===== src/rtl/rrf_pkg.sv =====
// Shared types and constants for the retirement register file write path.
package rrf_pkg;
  localparam int RRF_NPORT = 10;
  localparam int RRF_AW    = 6;

  typedef logic [RRF_NPORT-1:0][RRF_AW-1:0] rrf_addr_vec_t;

  // Control half of a retire group; its data travels in a parallel array since its width is a parameter.
  typedef struct packed {
    logic [RRF_NPORT-1:0] wen;
    rrf_addr_vec_t        addr;
    logic                 thread;
    logic                 dead;
  } rrf_wgrp_t;

  function automatic int rrf_chunks(input int addr_count);
    return (addr_count + RRF_NPORT - 1) / RRF_NPORT;
  endfunction
endpackage


===== src/rtl/rrf_wconf_resolve.sv =====
// Combinational per-group filter: youngest slot wins on address collisions, out-of-range slots dropped.
module rrf_wconf_resolve
  import rrf_pkg::*;
#(
  parameter int ADDR_COUNT = 32
) (
  input  logic [RRF_NPORT-1:0] wen,
  input  rrf_addr_vec_t        addr,
  output logic [RRF_NPORT-1:0] wen_out,
  output logic                 range_err
);
  localparam logic [RRF_AW:0] ADDR_LIM = (RRF_AW + 1)'(ADDR_COUNT);

  logic [RRF_NPORT-1:0] shadowed;
  logic [RRF_NPORT-1:0] out_of_range;

  always_comb begin
    shadowed     = '0;
    out_of_range = '0;
    for (int i = 0; i < RRF_NPORT; i++) begin
      for (int j = i + 1; j < RRF_NPORT; j++) begin
        shadowed[i] = shadowed[i] | (wen[j] & (addr[j] == addr[i]));
      end
      out_of_range[i] = ({1'b0, addr[i]} >= ADDR_LIM);
    end
    wen_out   = wen & ~shadowed & ~out_of_range;
    range_err = |(wen & out_of_range);
  end
endmodule


===== src/rtl/rrf_wr_sched.sv =====
// Retire-group write scheduler: zero-init sweep after reset, then a group FIFO drained one group per cycle
// into the registered rrf write port, with collision/range filtering and per-thread flush.
module rrf_wr_sched
  import rrf_pkg::*;
#(
  parameter int DATA_WIDTH = 32,
  parameter int EXTRA      = 0,
  parameter int DEPTH      = 4
) (
  input  logic                                   clk,
  input  logic                                   rst,
  input  logic                                   in_vld,
  output logic                                   in_rdy,
  input  logic [RRF_NPORT-1:0]                   in_wen,
  input  logic [RRF_NPORT-1:0][RRF_AW-1:0]       in_addr,
  input  logic [RRF_NPORT-1:0][DATA_WIDTH-1:0]   in_data,
  input  logic                                   in_thread,
  input  logic                                   flush,
  input  logic                                   flush_thread,
  output logic [RRF_NPORT-1:0]                   write0_wen,
  output logic [RRF_NPORT-1:0][RRF_AW-1:0]       write0_addr,
  output logic [RRF_NPORT-1:0][DATA_WIDTH-1:0]   write0_data,
  output logic                                   write_thread,
  output logic                                   init_done,
  output logic                                   err_addr
);
  localparam int ADDR_COUNT = 32 + 16 * EXTRA;
  localparam int NCHUNK     = rrf_chunks(ADDR_COUNT);
  localparam int PW         = $clog2(DEPTH);

  typedef enum logic {ST_INIT, ST_RUN} state_t;

  state_t                                 state, state_nxt;
  logic [3:0]                             chunk;
  logic                                   init_thread;
  logic                                   last_chunk;
  logic [7:0]                             chunk_base;
  logic [RRF_NPORT-1:0]                   init_wen;
  rrf_addr_vec_t                          init_addr;

  rrf_wgrp_t                              grp_mem  [DEPTH];
  logic [RRF_NPORT-1:0][DATA_WIDTH-1:0]   data_mem [DEPTH];
  logic [PW-1:0]                          wptr, rptr;
  logic [PW:0]                            count;

  rrf_wgrp_t                              head;
  logic                                   push, pop, flush_run, head_dead;
  logic [RRF_NPORT-1:0]                   head_wen;
  logic                                   head_rerr;

  assign in_rdy     = init_done & (count < (PW + 1)'(DEPTH));
  assign push       = in_vld & in_rdy;
  assign pop        = (state == ST_RUN) & (count != '0);
  assign flush_run  = flush & (state == ST_RUN);
  assign head       = grp_mem[rptr];
  // A flush on the pop edge still catches the head: it has not reached the output registers yet.
  assign head_dead  = head.dead | (flush_run & (head.thread == flush_thread));
  assign last_chunk = (chunk == 4'(NCHUNK - 1)) & init_thread;

  rrf_wconf_resolve #(.ADDR_COUNT(ADDR_COUNT)) u_resolve (
    .wen       (head.wen),
    .addr      (head.addr),
    .wen_out   (head_wen),
    .range_err (head_rerr)
  );

  always_comb begin
    chunk_base = 8'(chunk) * 8'd10;
    for (int i = 0; i < RRF_NPORT; i++) begin
      init_addr[i] = 6'(chunk_base + 8'(i));
      init_wen[i]  = (chunk_base + 8'(i)) < 8'(ADDR_COUNT);
    end
  end

  always_ff @(posedge clk) begin
    if (rst) state <= ST_INIT;
    else     state <= state_nxt;
  end

  always_comb begin
    state_nxt = state;
    case (state)
      ST_INIT: state_nxt = last_chunk ? ST_RUN : ST_INIT;
      ST_RUN:  state_nxt = ST_RUN;
      default: state_nxt = ST_INIT;
    endcase
  end

  always_ff @(posedge clk) begin
    if (rst) begin
      chunk        <= 4'd0;
      init_thread  <= 1'b0;
      init_done    <= 1'b0;
      err_addr     <= 1'b0;
      wptr         <= '0;
      rptr         <= '0;
      count        <= '0;
      write0_wen   <= '0;
      write0_addr  <= '0;
      write0_data  <= '0;
      write_thread <= 1'b0;
    end else begin
      init_done <= (state == ST_RUN);
      if (state == ST_INIT) begin
        write0_wen   <= init_wen;
        write0_addr  <= init_addr;
        write0_data  <= '0;
        write_thread <= init_thread;
        if (chunk == 4'(NCHUNK - 1)) begin
          chunk       <= 4'd0;
          init_thread <= 1'b1;
        end else begin
          chunk <= chunk + 4'd1;
        end
      end else if (pop) begin
        write0_wen   <= head_dead ? '0 : head_wen;
        write0_addr  <= head.addr;
        write0_data  <= data_mem[rptr];
        write_thread <= head.thread;
        if (!head_dead && head_rerr) err_addr <= 1'b1;
      end else begin
        write0_wen <= '0;
      end
      if (push) wptr <= wptr + PW'(1);
      if (pop)  rptr <= rptr + PW'(1);
      case ({push, pop})
        2'b10:   count <= count + (PW + 1)'(1);
        2'b01:   count <= count - (PW + 1)'(1);
        default: count <= count;
      endcase
    end
  end

  // Storage carries no reset; only entries inside the count window are ever read.
  always_ff @(posedge clk) begin
    for (int i = 0; i < DEPTH; i++) begin
      if (flush_run && grp_mem[i].thread == flush_thread) grp_mem[i].dead <= 1'b1;
    end
    if (push) begin
      grp_mem[wptr]  <= '{wen: in_wen, addr: in_addr, thread: in_thread,
                          dead: flush_run & (in_thread == flush_thread)};
      data_mem[wptr] <= in_data;
    end
  end
endmodule


===== config.mk =====
export PLATFORM = sky130hd
export DESIGN_NAME = rrf_wr_sched
export DESIGN_NICKNAME = d
export VERILOG_FILES = /design/src/rtl/rrf_pkg.sv /design/src/rtl/rrf_wconf_resolve.sv /design/src/rtl/rrf_wr_sched.sv
export SDC_FILE = /design/constraint.sdc
export NUM_CORES = 2
export LEC_CHECK = 0
export CELL_PAD_IN_SITES_DETAIL_PLACEMENT = 1
export CELL_PAD_IN_SITES_GLOBAL_PLACEMENT = 1
export CORE_ASPECT_RATIO = 0.75
export CORE_UTILIZATION = 25
export CTS_CLUSTER_SIZE = 10
export DETAILED_ROUTE_END_ITERATION = 6
export HOLD_SLACK_MARGIN = 0.06
export PLACE_DENSITY_LB_ADDON = 0.05
export SLEW_MARGIN = 20
export SYNTH_ARGS = -nofsm -noshare
export SYNTH_HDL_FRONTEND = slang
export SYNTH_HIERARCHICAL = 1
export SYNTH_SLANG_ARGS = --single-unit
export TNS_END_PERCENT = 30

===== constraint.sdc =====
create_clock -name clk -period 13 [get_ports clk]
set_clock_uncertainty 0.1 [all_clocks]
set_input_delay 2.6 -clock clk [delete_from_list [all_inputs] [get_ports clk]]
set_output_delay 2.6 -clock clk [all_outputs]
set_load 0.1 [all_outputs]

# After elaboration in Yosys (flattened, before gate mapping)
# Memory sizes are Yosys's and may differ from the RTL's. A register that Yosys moved wholly into a read port is not among the register bits.
# Cells that the tools add are included.
[totals]
reg_bits = 86
latch_bits = 0
mem_bits_rw = 1568
romBits = 0
wordCells = 244
mem_count = 2
[memory_table]
columns = ["memory", "words", "width", "read_ports", "rd_clocked_by_memory_dff", "write_ports", "line_no", "source"]
rows = [
  ["data_mem", 4, 320, 1, 1, 1, "rrf_wr_sched.sv:42", "logic [RRF_NPORT-1:0][DATA_WIDTH-1:0] data_mem [DEPTH];"],
  ["grp_mem", 4, 72, 5, 1, 5, "rrf_wr_sched.sv:41", "rrf_wgrp_t grp_mem [DEPTH];"],
]
[classes]
n_addsub = 14
mul = 1
n_div = 0
magnitude_cmp = 21
eq_ne = 55
shifts = 0
muxes = 23
bitwise = 95
reduce_logical = 12
[op_table]
columns = ["cell", "count"]
rows = [
  ["$eq A6 B6 Y1", 45],
  ["$mux W60", 2],
  ["$lt A8 B6 Y1 const B", 10],
  ["$ge A6 B6 Y1 const B", 10],
  ["$and A1 B1 Y1", 52],
  ["$or A1 B1 Y1", 37],
  ["$add A8 B3 Y8 const B", 4],
  ["$and A10 B10 Y10", 3],
  ["$mux W10", 3],
  ["$add A8 B2 Y8 const B", 2],
  ["$add A8 B4 Y8 const B", 2],
  ["$mux W1", 13],
  ["$not A10 Y10", 1],
  ["$not A9 Y10", 1],
  ["$reduce_or A10 Y1", 1],
  ["$add A8 B1 Y8 const B", 1],
  ["$mul A4 B3 Y7 const B", 1],
  ["$eq A1 B1 Y1", 6],
  ["$pmux W3 S2", 1],
  ["$logic_and A1 B1 Y1", 5],
  ["$add A2 B1 Y2 const B", 2],
  ["$add A4 B1 Y4 const B", 1],
  ["$eq A4 B2 Y1 const B", 1],
  ["$mux W2", 2],
  ["15 further kinds", 15],
]

# Logic depth before layout (Yosys ltp)
[logic_depth]
ltp_word = 16
depth_mapped = 12
ltp_nobuf = 8

# By module
# Netlist, hierarchy kept.
[modules_own_cells]
columns = ["module", "n_inst", "cells_per_inst", "area_each_um2", "seq_area_each_um2"]
rows = [
  ["rrf_wr_sched", 1, 3935, 71285.9, 55213.0],
  ["rrf_wconf_resolve", 1, 430, 3430.8, 0.0],
]

# Worst setup path after synthesis
# OpenSTA, ideal clock, no wires.
[synth_path]
path_type = "input-to-reg"
start = "input port in_vld"
end = "memory data_mem[0][0] (netlist bit) (enable)"
setup_time_ns = 0.740
arrival_time_ns = 10.562
required_ns = 12.160
setup_slack_ns = 1.598
cell_stages = 4
path_cell_list = "and3b_1 > buf_2 > nand2_1 > inv_1"
[synth_between]
elab_chain_cells = 3
[synth_rtl]
columns = ["element", "line_no", "source"]
rows = [
  ["from (decl)", "rrf_wr_sched.sv:12", "input logic in_vld,"],
  ["$and A1 B1 Y1", "rrf_wr_sched.sv:52", "assign push = in_vld & in_rdy;"],
  ["$mux W1", "rrf_wr_sched.sv:139", "if (push) begin"],
  ["$mux W1 (not written as such)", "rrf_wr_sched.sv:142", "data_mem[wptr] <= in_data;"],
  ["to (decl)", "rrf_wr_sched.sv:42", ""],
]
# No other way between the ends.

# Final worst setup path
[layout_path]
start = "input port in_vld"
end = "memory data_mem[3][170] (netlist bit) (enable)"
# The elaborated chain is that of the path after synthesis.

==> results_dict.tcl <==
set metrics [dict create \
    post_cts_hold_buffer_count 0 \
    yosys.cell_types.count 55 \
    yosys.cell_count.top_type "edfxtp_1" \
    design.final.nets 5562 \
    power_frac_clock 0.453 \
    critPathArrivalTime_ns 6.07 \
    yosys.area_share.xor_xnor 0.0316 \
    cts_buffer_depth 4 \
    hold_start "write0_data[121]" \
    cts_buffers 232 \
    cts_repair_resize_count 0 \
    cp-start-kind "input port" \
    chipWidth_um 633 \
    area_fraction_in_compound_gates_after_synthesis 0.0338 \
    tritoncts_num_sinks 1976 \
    yosys.area.top_type_share 0.629 \
    postSynthNetCount 4777 \
    detail_route.drc_violations 0 \
    timing.slew.headroom 0.218 \
    floorplan.die.height_um 475 \
    worstMarginPinSlew_ns 1.17 \
    timing.setup.tns_ns 0 \
    layout-area-overhead-vs-synth_pct 24.9 \
    synth_warnings 6 \
    initial_antenna_violation_count 101 \
    gpl.final_weighted_congestion 0.729 \
    cts_post_setup_buffers_inserted 0 \
    first_iter_violations 2190 \
    power.share.sequential 0.514 \
    ys_ff_latch 1976 \
    final.min_clock_period_ns 5.70 \
    quantity_of_i_o_buffers_inserted_on_ports 789 \
    synth.yosys.seq_area_share 0.739 \
    detailedPlacementHpwl_um 156000 \
    floorplan.io_pins 790 \
    internal_power_mw 10.4 \
    timing.hold.worst.class "flop to flop" \
    switching_power_mw 2.89 \
    irDropWorstVdd_v 0.000104 \
    crit_path_max_fanout 108 \
    setup.worst_path.start "in_vld" \
    synthMuxAreaShare 0.119 \
    initial_core_util 0.252 \
    preCtsSetupSlack_ns 6.21 \
    power.density_nw_per_um2 143 \
    setup_viol 0 \
    die_area_um2 301000 \
    row_count 173 \
    cap_violations 0 \
    vias 41300 \
    root_buffer_master "clkbuf_16" \
    max_freq_mhz 175 \
    fillCellCount 30400 \
    cp.required_ns 13.37 \
    wl_um 250000 \
    placed_insts 8852 \
    synth_simple_gate_area_share 0.0507 \
    yosys.area_share.adder 0.00278 \
    synth-main-ff-cell "edfxtp_1" \
    finish.utilization 0.315 \
    pwr-share-comb 0.032 \
    overflow 0 \
    final-hold-violation-count 0 \
    tritoncts_clock_tree "built" \
    layout-drive-gt1-share 0.140 \
    power.share.switching 0.217 \
    grt_pass1_vias 43700 \
    grt_setup_unrepaired "false" \
    stdcell_count 9299 \
    grt_first_pass_wirelength_um 350000 \
    grt_usage 0.163 \
    synth_top_cells_by_count "edfxtp_1 (1564), nand2_1 (787), dfxtp_1 (412)" \
    synth_top_family_by_area "multiplexers" \
    final_critical_path_setup_slack_ns 7.30 \
    synth_cells 4365 \
    post_synth.cell_area_avg_um2 17.1 \
    route.antenna.remaining_nets 0 \
    wl_per_cell_um 26.9 \
    maxSlewViolCount 0 \
    total_power_mw 13.3 \
    clk_pin_slew_ns 0.05 \
    post_synth_main_area_contributors "edfxtp_1 (63%), mux4_2 (12%), dfxtp_1 (11%)" \
    drt_pass1_iterations 5 \
    synth.largest_area_cell "edfxtp_1" \
    vias_per_cell 4.44 \
    fin_crit_sh 0.438 \
    placeableCoreArea_um2 297000 \
    run_status "finished, final reports clean" \
    clk_latency_ns 0.86 \
    worst-setup-path-type "input port to flop" \
    synth-edff-count 1564 \
    grt_max_degree 143 \
    clock_tree.htree_level_count 4 \
    end_kind "flop" \
    asyncSetResetFlopFracSynth 0 \
    post_synth_instance_area_um2 74700 \
    power_leakage_nw 27.8 \
]
worst paths after layout:
| check | depth (start not counted) | slack (ns) | to |
|---|---|---|---|
| worst max register to register | 9 | 8.48 | write0_wen[1] |
| worst max-delay path | 6 | 7.30 | data_mem[3][170] |
| worst min register to register | 2 | 0.35 | write0_data[121] |
| worst min-delay path | 2 | 0.35 | write0_data[121] |
final cells by class:
| cell class | instances | area (um^2) | area share |
|---|---|---|---|
| diodes | 16 | 40.0 | 0.000429 |
| clock buffers | 412 | 6610 | 0.0708 |
| clock inverters | 18 | 229 | 0.00245 |
| inverters | 21 | 109 | 0.00117 |
| multi-input cells | 2075 | 17800 | 0.191 |
| flip-flops and latches | 1976 | 55200 | 0.592 |
| well taps | 3937 | 4930 | 0.0528 |
| repair buffers | 844 | 8420 | 0.0902 |
power by group through the flow:
stage / Sequential [mW] / Combinational, mW / Clock (mW)
after floorplan: 7.12 / 0.0484 / 0
after global routing: 6.85 / 0.455 / 6.51
after global placement: 6.99 / 0.429 / 0
final: 6.85 / 0.429 / 6.04
after CTS: 6.85 / 0.435 / 6.30
after detailed placement: 6.99 / 0.434 / 0
kinds of logic (layout without fill, tap and decap cells):
kind of cell / after synthesis / after routing
muxes: 399 / 399
other: 0 / 16
DFF: 1976 / 1976
buffers and inverters: 314 / 1295
adders and majority gates: 16 / 16
xor gates and xnor gates: 270 / 270
AOI/OAI and AO/OA: 464 / 464
and+or+nand+nor: 926 / 926
state kept, by name, summed over array words and instances (netlist names), 2 cells and up, named ones only:
name / flops
chunk: 4
count: 3
data_mem: 1280
grp_mem: 288
rptr: 2
wptr: 2
write0_addr: 60
write0_data: 320
write0_wen: 10
worst max-delay path: stages:
cell	delay (ns)
clkdlybuf4s50_1	0.59
and3b_1	0.39
nand2_1	0.25
inv_8	0.50
buf_12	0.56
buf_4	0.82
through the flow:
| stage | hold slack (ns) | instance area (um^2) |
|---|---|---|
| 2_1_floorplan | 0.337 | 74700 |
| 3_3_place_gp | 0.339 | 86400 |
| 3_5_place_dp | 0.345 | 86400 |
| 4_1_cts | 0.353 | 93300 |
| 5_1_grt | 0.369 | 93300 |
| 6_report | 0.348 | 93300 |
placed cells by master, fill, tap and decap left out, drive strengths merged, types with 33 or more instances in the layout:
| cell type | synthesis | final |
|---|---|---|
| a21oi | 345 | 345 |
| dfxtp | 412 | 412 |
| nand4 | 38 | 38 |
| nand2 | 787 | 787 |
| edfxtp | 1564 | 1564 |
| xor2 | 130 | 130 |
| a31oi | 56 | 56 |
| buf | 194 | 79 |
| mux4 | 391 | 391 |
| nor4 | 33 | 33 |
| xnor2 | 140 | 140 |
| clkdlybuf4s50 | 0 | 765 |
| clkbuf | 99 | 412 |
metal layers:
| metal | global-route usage | vias up | part of all wire |
|---|---|---|---|
| met5 | 0 | - | 0.0016 |
| met4 | 0.0450 | 64 | 0.024 |
| met3 | 0.0367 | 443 | 0.051 |
| met2 | 0.253 | 918 | 0.45 |
| met1 | 0.229 | 21700 | 0.47 |
| li1 | - | 18200 | - |
Power figures use the tool's default switching activity.
